--- src/rtl/mdio_init_sequencer_if.sv ---
// Command/response channel between the PHY init sequencer and the MDIO frame serializer.
interface mdio_init_sequencer_if;
    logic        cmd_valid;
    logic        cmd_ready;
    logic        cmd_write;
    logic [4:0]  cmd_phy_addr;
    logic [4:0]  cmd_reg_addr;
    logic [15:0] cmd_wdata;
    logic        rsp_valid;
    logic [15:0] rsp_rdata;

    // A command transfers on any posedge with cmd_valid & cmd_ready; once raised, cmd_valid and the payload
    // hold until that transfer. rsp_valid is a one-cycle pulse closing each transferred frame.
    modport master (output cmd_valid, cmd_write, cmd_phy_addr, cmd_reg_addr, cmd_wdata,
                    input  cmd_ready, rsp_valid, rsp_rdata);
    modport slave  (input  cmd_valid, cmd_write, cmd_phy_addr, cmd_reg_addr, cmd_wdata,
                    output cmd_ready, rsp_valid, rsp_rdata);
endinterface

--- src/rtl/mdio_init_sequencer.sv ---
// Issues a fixed PHY register write table over the serializer command channel, then polls BMSR for link.
module mdio_init_sequencer #(
    parameter logic [4:0]  PHY_ADDR      = 5'h10,
    parameter int unsigned GAP_CYCLES    = 32,
    parameter int unsigned POLL_INTERVAL = 1024,
    parameter int unsigned POLL_MAX      = 255,
    parameter int unsigned RSP_TIMEOUT   = 4096
) (
    input  logic                  clk,
    input  logic                  rst_n,
    input  logic                  start_i,
    mdio_init_sequencer_if.master bus,
    output logic                  busy_o,
    output logic                  done_o,
    output logic                  fail_o,
    output logic                  link_up_o,
    output logic [3:0]            dbg_state_o
);
    localparam int unsigned CNT_MAX_A = (GAP_CYCLES > POLL_INTERVAL) ? GAP_CYCLES : POLL_INTERVAL;
    localparam int unsigned CNT_MAX   = (CNT_MAX_A > RSP_TIMEOUT) ? CNT_MAX_A : RSP_TIMEOUT;
    localparam int unsigned CNT_W     = $clog2(CNT_MAX + 1);

    localparam logic [CNT_W-1:0] GAP_LAST  = CNT_W'(GAP_CYCLES - 1);
    localparam logic [CNT_W-1:0] POLL_LAST = CNT_W'(POLL_INTERVAL - 1);
    localparam logic [CNT_W-1:0] TMO_LAST  = CNT_W'(RSP_TIMEOUT - 1);
    localparam logic [CNT_W-1:0] CNT_ONE   = CNT_W'(1);
    localparam logic [7:0]       POLL_LIM  = 8'(POLL_MAX);
    localparam logic [4:0]       BMSR_REG  = 5'h01;

    typedef enum logic [3:0] {
        S_IDLE       = 4'd0,
        S_ISSUE      = 4'd1,
        S_WAIT_RSP   = 4'd2,
        S_GAP        = 4'd3,
        S_POLL_ISSUE = 4'd4,
        S_POLL_WAIT  = 4'd5,
        S_POLL_GAP   = 4'd6,
        S_DONE       = 4'd7,
        S_FAIL       = 4'd8
    } state_t;

    state_t           state_q, state_d;
    logic [2:0]       idx_q, idx_d;
    logic [CNT_W-1:0] cnt_q, cnt_d;
    logic [7:0]       poll_q, poll_d;
    logic             link_q, link_d;
    logic [20:0]      entry;

    // {reg_addr, wdata}: soft reset, speed and mode setup, applied in this order.
    function automatic logic [20:0] table_entry(input logic [2:0] idx);
        logic [20:0] e;
        case (idx)
            3'd0:    e = {5'h10, 16'h0060};
            3'd1:    e = {5'h00, 16'h8140};
            3'd2:    e = {5'h14, 16'h0070};
            3'd3:    e = {5'h00, 16'h8140};
            3'd4:    e = {5'h1D, 16'h0012};
            3'd5:    e = {5'h1E, 16'h8240};
            default: e = '0;
        endcase
        return e;
    endfunction

    assign entry = table_entry(idx_q);

    always_ff @(posedge clk or negedge rst_n) begin
        if (!rst_n) begin
            state_q <= S_IDLE;
            idx_q   <= '0;
            cnt_q   <= '0;
            poll_q  <= '0;
            link_q  <= 1'b0;
        end else begin
            state_q <= state_d;
            idx_q   <= idx_d;
            cnt_q   <= cnt_d;
            poll_q  <= poll_d;
            link_q  <= link_d;
        end
    end

    always_comb begin
        state_d = state_q;
        idx_d   = idx_q;
        cnt_d   = cnt_q;
        poll_d  = poll_q;
        link_d  = link_q;
        case (state_q)
            S_IDLE, S_DONE, S_FAIL: begin
                if (start_i) begin
                    state_d = S_ISSUE;
                    idx_d   = '0;
                    cnt_d   = '0;
                    poll_d  = '0;
                    link_d  = 1'b0;
                end
            end
            S_ISSUE: begin
                if (bus.cmd_ready) begin
                    state_d = S_WAIT_RSP;
                    cnt_d   = '0;
                end
            end
            S_WAIT_RSP: begin
                // A response on the terminal-count cycle still counts as a response.
                if (bus.rsp_valid) begin
                    state_d = S_GAP;
                    cnt_d   = '0;
                end else if (cnt_q == TMO_LAST) begin
                    state_d = S_FAIL;
                end else begin
                    cnt_d = cnt_q + CNT_ONE;
                end
            end
            S_GAP: begin
                if (cnt_q == GAP_LAST) begin
                    cnt_d = '0;
                    if (idx_q == 3'd5) begin
                        state_d = S_POLL_ISSUE;
                        poll_d  = '0;
                    end else begin
                        state_d = S_ISSUE;
                        idx_d   = idx_q + 3'd1;
                    end
                end else begin
                    cnt_d = cnt_q + CNT_ONE;
                end
            end
            S_POLL_ISSUE: begin
                if (bus.cmd_ready) begin
                    state_d = S_POLL_WAIT;
                    cnt_d   = '0;
                    poll_d  = poll_q + 8'd1;
                end
            end
            S_POLL_WAIT: begin
                if (bus.rsp_valid) begin
                    link_d = bus.rsp_rdata[2];
                    cnt_d  = '0;
                    if (bus.rsp_rdata[2])        state_d = S_DONE;
                    else if (poll_q == POLL_LIM) state_d = S_FAIL;
                    else                         state_d = S_POLL_GAP;
                end else if (cnt_q == TMO_LAST) begin
                    state_d = S_FAIL;
                end else begin
                    cnt_d = cnt_q + CNT_ONE;
                end
            end
            S_POLL_GAP: begin
                if (cnt_q == POLL_LAST) begin
                    state_d = S_POLL_ISSUE;
                    cnt_d   = '0;
                end else begin
                    cnt_d = cnt_q + CNT_ONE;
                end
            end
            default: state_d = S_IDLE;
        endcase
    end

    assign bus.cmd_valid    = (state_q == S_ISSUE) || (state_q == S_POLL_ISSUE);
    assign bus.cmd_write    = (state_q == S_ISSUE);
    assign bus.cmd_phy_addr = PHY_ADDR;
    assign bus.cmd_reg_addr = (state_q == S_ISSUE)      ? entry[20:16] :
                              (state_q == S_POLL_ISSUE) ? BMSR_REG     : 5'h00;
    assign bus.cmd_wdata    = (state_q == S_ISSUE) ? entry[15:0] : 16'h0000;

    assign busy_o      = !((state_q == S_IDLE) || (state_q == S_DONE) || (state_q == S_FAIL));
    assign done_o      = (state_q == S_DONE);
    assign fail_o      = (state_q == S_FAIL);
    assign link_up_o   = link_q;
    assign dbg_state_o = state_q;
endmodule

--- src/flat_wrapper.sv ---
// flat-port wrapper written by rule: the top's interface ports become plain ports
module mdio_init_sequencer_flat 
#(
    parameter logic [4:0]  PHY_ADDR      = 5'h10,
    parameter int unsigned GAP_CYCLES    = 32,
    parameter int unsigned POLL_INTERVAL = 1024,
    parameter int unsigned POLL_MAX      = 255,
    parameter int unsigned RSP_TIMEOUT   = 4096
)
  (clk, rst_n, start_i, busy_o, done_o, fail_o, link_up_o, dbg_state_o, bus_cmd_valid, bus_cmd_write, bus_cmd_phy_addr, bus_cmd_reg_addr, bus_cmd_wdata, bus_cmd_ready, bus_rsp_valid, bus_rsp_rdata);
  mdio_init_sequencer_if bus_i ();
  input  logic clk;
  input  logic rst_n;
  input  logic start_i;
  output logic busy_o;
  output logic done_o;
  output logic fail_o;
  output logic link_up_o;
  output logic [3:0] dbg_state_o;
  output wire logic [$bits(bus_i.cmd_valid)-1:0] bus_cmd_valid;
  output wire logic [$bits(bus_i.cmd_write)-1:0] bus_cmd_write;
  output wire logic [$bits(bus_i.cmd_phy_addr)-1:0] bus_cmd_phy_addr;
  output wire logic [$bits(bus_i.cmd_reg_addr)-1:0] bus_cmd_reg_addr;
  output wire logic [$bits(bus_i.cmd_wdata)-1:0] bus_cmd_wdata;
  input wire logic [$bits(bus_i.cmd_ready)-1:0] bus_cmd_ready;
  input wire logic [$bits(bus_i.rsp_valid)-1:0] bus_rsp_valid;
  input wire logic [$bits(bus_i.rsp_rdata)-1:0] bus_rsp_rdata;
  assign bus_cmd_valid = bus_i.cmd_valid;
  assign bus_cmd_write = bus_i.cmd_write;
  assign bus_cmd_phy_addr = bus_i.cmd_phy_addr;
  assign bus_cmd_reg_addr = bus_i.cmd_reg_addr;
  assign bus_cmd_wdata = bus_i.cmd_wdata;
  assign bus_i.cmd_ready = bus_cmd_ready;
  assign bus_i.rsp_valid = bus_rsp_valid;
  assign bus_i.rsp_rdata = bus_rsp_rdata;
  mdio_init_sequencer #(.PHY_ADDR(PHY_ADDR), .GAP_CYCLES(GAP_CYCLES), .POLL_INTERVAL(POLL_INTERVAL), .POLL_MAX(POLL_MAX), .RSP_TIMEOUT(RSP_TIMEOUT)) u_core (.clk(clk), .rst_n(rst_n), .start_i(start_i), .bus(bus_i), .busy_o(busy_o), .done_o(done_o), .fail_o(fail_o), .link_up_o(link_up_o), .dbg_state_o(dbg_state_o));
endmodule
--- config.mk ---
export PLATFORM = sky130hd
export DESIGN_NAME = mdio_init_sequencer_flat
export DESIGN_NICKNAME = d
export VERILOG_FILES = /design/src/rtl/mdio_init_sequencer_if.sv /design/src/rtl/mdio_init_sequencer.sv /design/src/flat_wrapper.sv
export SDC_FILE = /design/constraint.sdc
export NUM_CORES = 1
export LEC_CHECK = 0
export ABC_CLOCK_PERIOD_IN_PS = 6970
export CAP_MARGIN = 30
export CORE_ASPECT_RATIO = 0.6
export CORE_MARGIN = 4
export CORE_UTILIZATION = 54
export DETAILED_ROUTE_END_ITERATION = 10
export PLACE_DENSITY = 0.86
export SLEW_MARGIN = 25
export SYNTH_ARGS = -nofsm -noshare
export SYNTH_HDL_FRONTEND = slang
export SYNTH_SLANG_ARGS = --single-unit
export TNS_END_PERCENT = 50
--- constraint.sdc ---
create_clock -name clk -period 6.97 [get_ports clk]
set_clock_uncertainty 0.05 [all_clocks]
set_input_delay 2.091 -clock clk [delete_from_list [all_inputs] [get_ports clk]]
set_output_delay 2.091 -clock clk [all_outputs]
set_load 0.05 [all_outputs]
==> summary.md <==
| Metric | Value |
|---|---|
| Vias in the first global route | 1783 |
| PortBufs | 27 |
| RR Startpoint | u_core.dbg_state_o[2]$_DFFE_PN0P_ |
| Global-route wire length before repair | 9030 microns |
| #FFs+latches synth | 29 |
| Drt wl/cell | 15.5 microns |
| Startpoint types | flop |
| CP max FO | 24 |
| Critical path launch point | u_core.dbg_state_o[0]$_DFFE_PN0P_ |
| CTS Hold Bufs | 0 |
| Final wirelength | 5490 microns |
| CTS resizes | 0 |
| Synthesized area | 2300 sq um |
| Setup bufs post-CTS | 0 |
| Starting utilization of the core area | 56.0% |
| Yosys top cell by area | dfrtp_1 |
| IO Pins | 57 |
| CTS Buffer Depth | 2 |
| Rows | 18 |
| RD Place Congestion | 0.906 |
| Critical Path RT | 4830 ps |
| Core box area | 4100 sq um |
| Hold_sp | u_core.poll_q[7]$_DFFE_PN0P_ |
| Root Buffer | clkbuf_8 |
| Hold Path Depth | 1 |
| Most common library cells after synthesis | 29 x dfrtp_1, 27 x nand2_1, 22 x o21ai_0 |
| R2R depth | 5 |
| Hold WC Path Type | flop to flop |
| DIE WIDTH | 92.2 microns |
| Top_reg_cell synth | dfrtp_1 |
| Synthesized netlist cell count | 277 |
| Die H | 58.5 microns |
| Synth top area cells | dfrtp_1 32%, buf_4 4.9%, o21ai_0 4.8%, nand2_1 4.4%, ha_1 3.8% |
| Placed cell count | 346 |
| Worst skew pair latency | 290 ps |
| Post-synth cell types | 59 |
| F_max | 191 MHz |
| Ys Warns | 0 |
| Final nets | 321 |
| Pre-CTS setup slack | 2070 ps |
| Most common cell in the netlist | dfrtp_1 |
| Final hold viol count | 0 |
| Final setup TNS | 0 ps |
| Design Area, Final | 2620 sq um |
| LEAKAGE | 1.11 nW |
| WP data arrival | 3090 ps |
| Worst-margin pin slew | 737 ps |
| Max-Cap Viols | 0 |
| Yosys top cell area share | 31.6% |
| Placed cell areas | 2500 sq um |
| Crit end category | output pin |
| Pwr Total | 1.04 mW |
| First-pass detailed-route iteration total | 4 |
| Max Slew Vio Count | 0 |
| CTS clk-pin slew, worst paths | 70 ps |
| Number of synthesized flops with an enable pin | 0 |
| Routed via count | 2091 |
| FF-to-FF End | u_core.poll_q[5]$_DFFE_PN0P_ |
| Die area | 5390 sq um |
| Tcrit/Tclk final | 75.1% |
| Largest net degree at the start of global routing | 30 |
| GRT overflow | 0 |
| Initial antenna violation count | 0 |
| CTS tree | yes |
| Synthesized area per cell | 8.29 sq um |
| Post-Route Utilization | 63.9% |
| GRT Resource Usage Total | 21.0% |
| Area Overhead vs Synth | 14.1% |
| Status | completed |
| Fin crit period | 5230 ps |
| Num CTS Buffers | 5 |
| Max transition margin | 50.9% |
| Final setup viols | 0 |
| Reg-to-reg slack, setup | 3880 ps |
| Seq/Total Area, Yosys | 31.6% |
| Worst setup margin | 1740 ps |
| Hold_ws | 438 ps |
| DRC violations left | 0 |
| H-tree depth | 2 |
| RSZ-0062 raised after global routing | no |
| DRT iter0 DRCs | 231 |
| Ant. Diodes | 0 |
| Hold Path Sink | u_core.poll_q[7]$_DFFE_PN0P_ |
| Asr flop ratio synth | 100% |
| Via/cell ratio | 5.91 |
| PD cells | 398 nW/um^2 |
| Layout cells sized above 1 | 6.12% |
| DP Wirelength | 4020 microns |
| WS Path Type | flop to output pin |
| Detail Route Antenna Nets | 0 |
| Peak VDD IR | 0.000170 V |
| Num Clock Sinks | 29 |
| Layout Cells excl Fill | 354 |
## state kept, by name, indices dropped and copies added, names as in the netlist
signal              flops
u_core.poll_q           8
u_core.dbg_state_o      4
u_core.idx_q            3
u_core.cnt_q           13
u_core.link_up_o        1
## metal layers
layer  track usage, %  wire, microns  vias to the layer above
met5                0              0                        -
met4             4.65             29                        0
met3             4.21            361                        5
met2             28.9           2320                       68
met1             33.5           2780                      986
li1                 -              -                     1032
## final cells by class
cell class	count	area [sq um]
Sequential cell	29	726
Clock inverter	2	37.5
Tap cell	60	75.1
Inverter	12	45.0
Clock buffer	6	82.6
Timing Repair Buffer	28	278
Fill cell	351	1480
Multi-Input combinational cell	217	1380
## worst max path at each step
stage                               end  cells past startpoint
floorplan              bus_cmd_wdata[4]                      6
global placement       bus_cmd_wdata[8]                      6
detailed placement  bus_cmd_reg_addr[4]                      5
CTS                    bus_cmd_wdata[8]                      6
global route        bus_cmd_reg_addr[4]                      5
finish                 bus_cmd_wdata[8]                      6
## layout by cell type, fill, tap and decap left out, drive strengths merged, types with 4 or more instances in the layout
cell type / count
a21o: 6
a21oi: 10
a22o: 9
a31oi: 7
and2: 4
clkbuf: 6
clkdlybuf4s50: 27
conb: 14
dfrtp: 29
ha: 7
inv: 12
nand2: 27
nand2b: 7
nand3: 12
nand4: 6
nor2: 16
nor3: 5
o211ai: 7
o21a: 4
o21ai: 22
o31ai: 5
## kinds of logic (layout without fill, tap and decap cells)
kind of cell               count (synthesis)  after routing  synth area share (%)
AOI/OAI and AO/OA                         92             92                  28.6
adders and majority gates                  7              7                  3.81
buffers and inverters                     43             48                  10.5
DFF                                       29             29                  31.6
muxes                                      1              1                 0.436
other                                      2             14                 0.327
and+or+nand+nor                          103            103                  24.7
## report_power, final
| group | internal [mW] | leakage [nW] | switching (mW) |
|---|---|---|---|
| sequential | 0.189 | 0.396 | 0.0663 |
| combinational | 0.208 | 0.660 | 0.392 |
| clock | 0.116 | 0.0574 | 0.0701 |
## worst max-delay path, cell delays in order, from the launching register on
cell	delay [ps]
dfrtp_1	810
nand2b_1	190
or3_1	470
a21oi_1	250
o21a_1	180
o21a_1	120
clkdlybuf4s50_1	790
No activity file was read; power rests on OpenSTA's default activity.
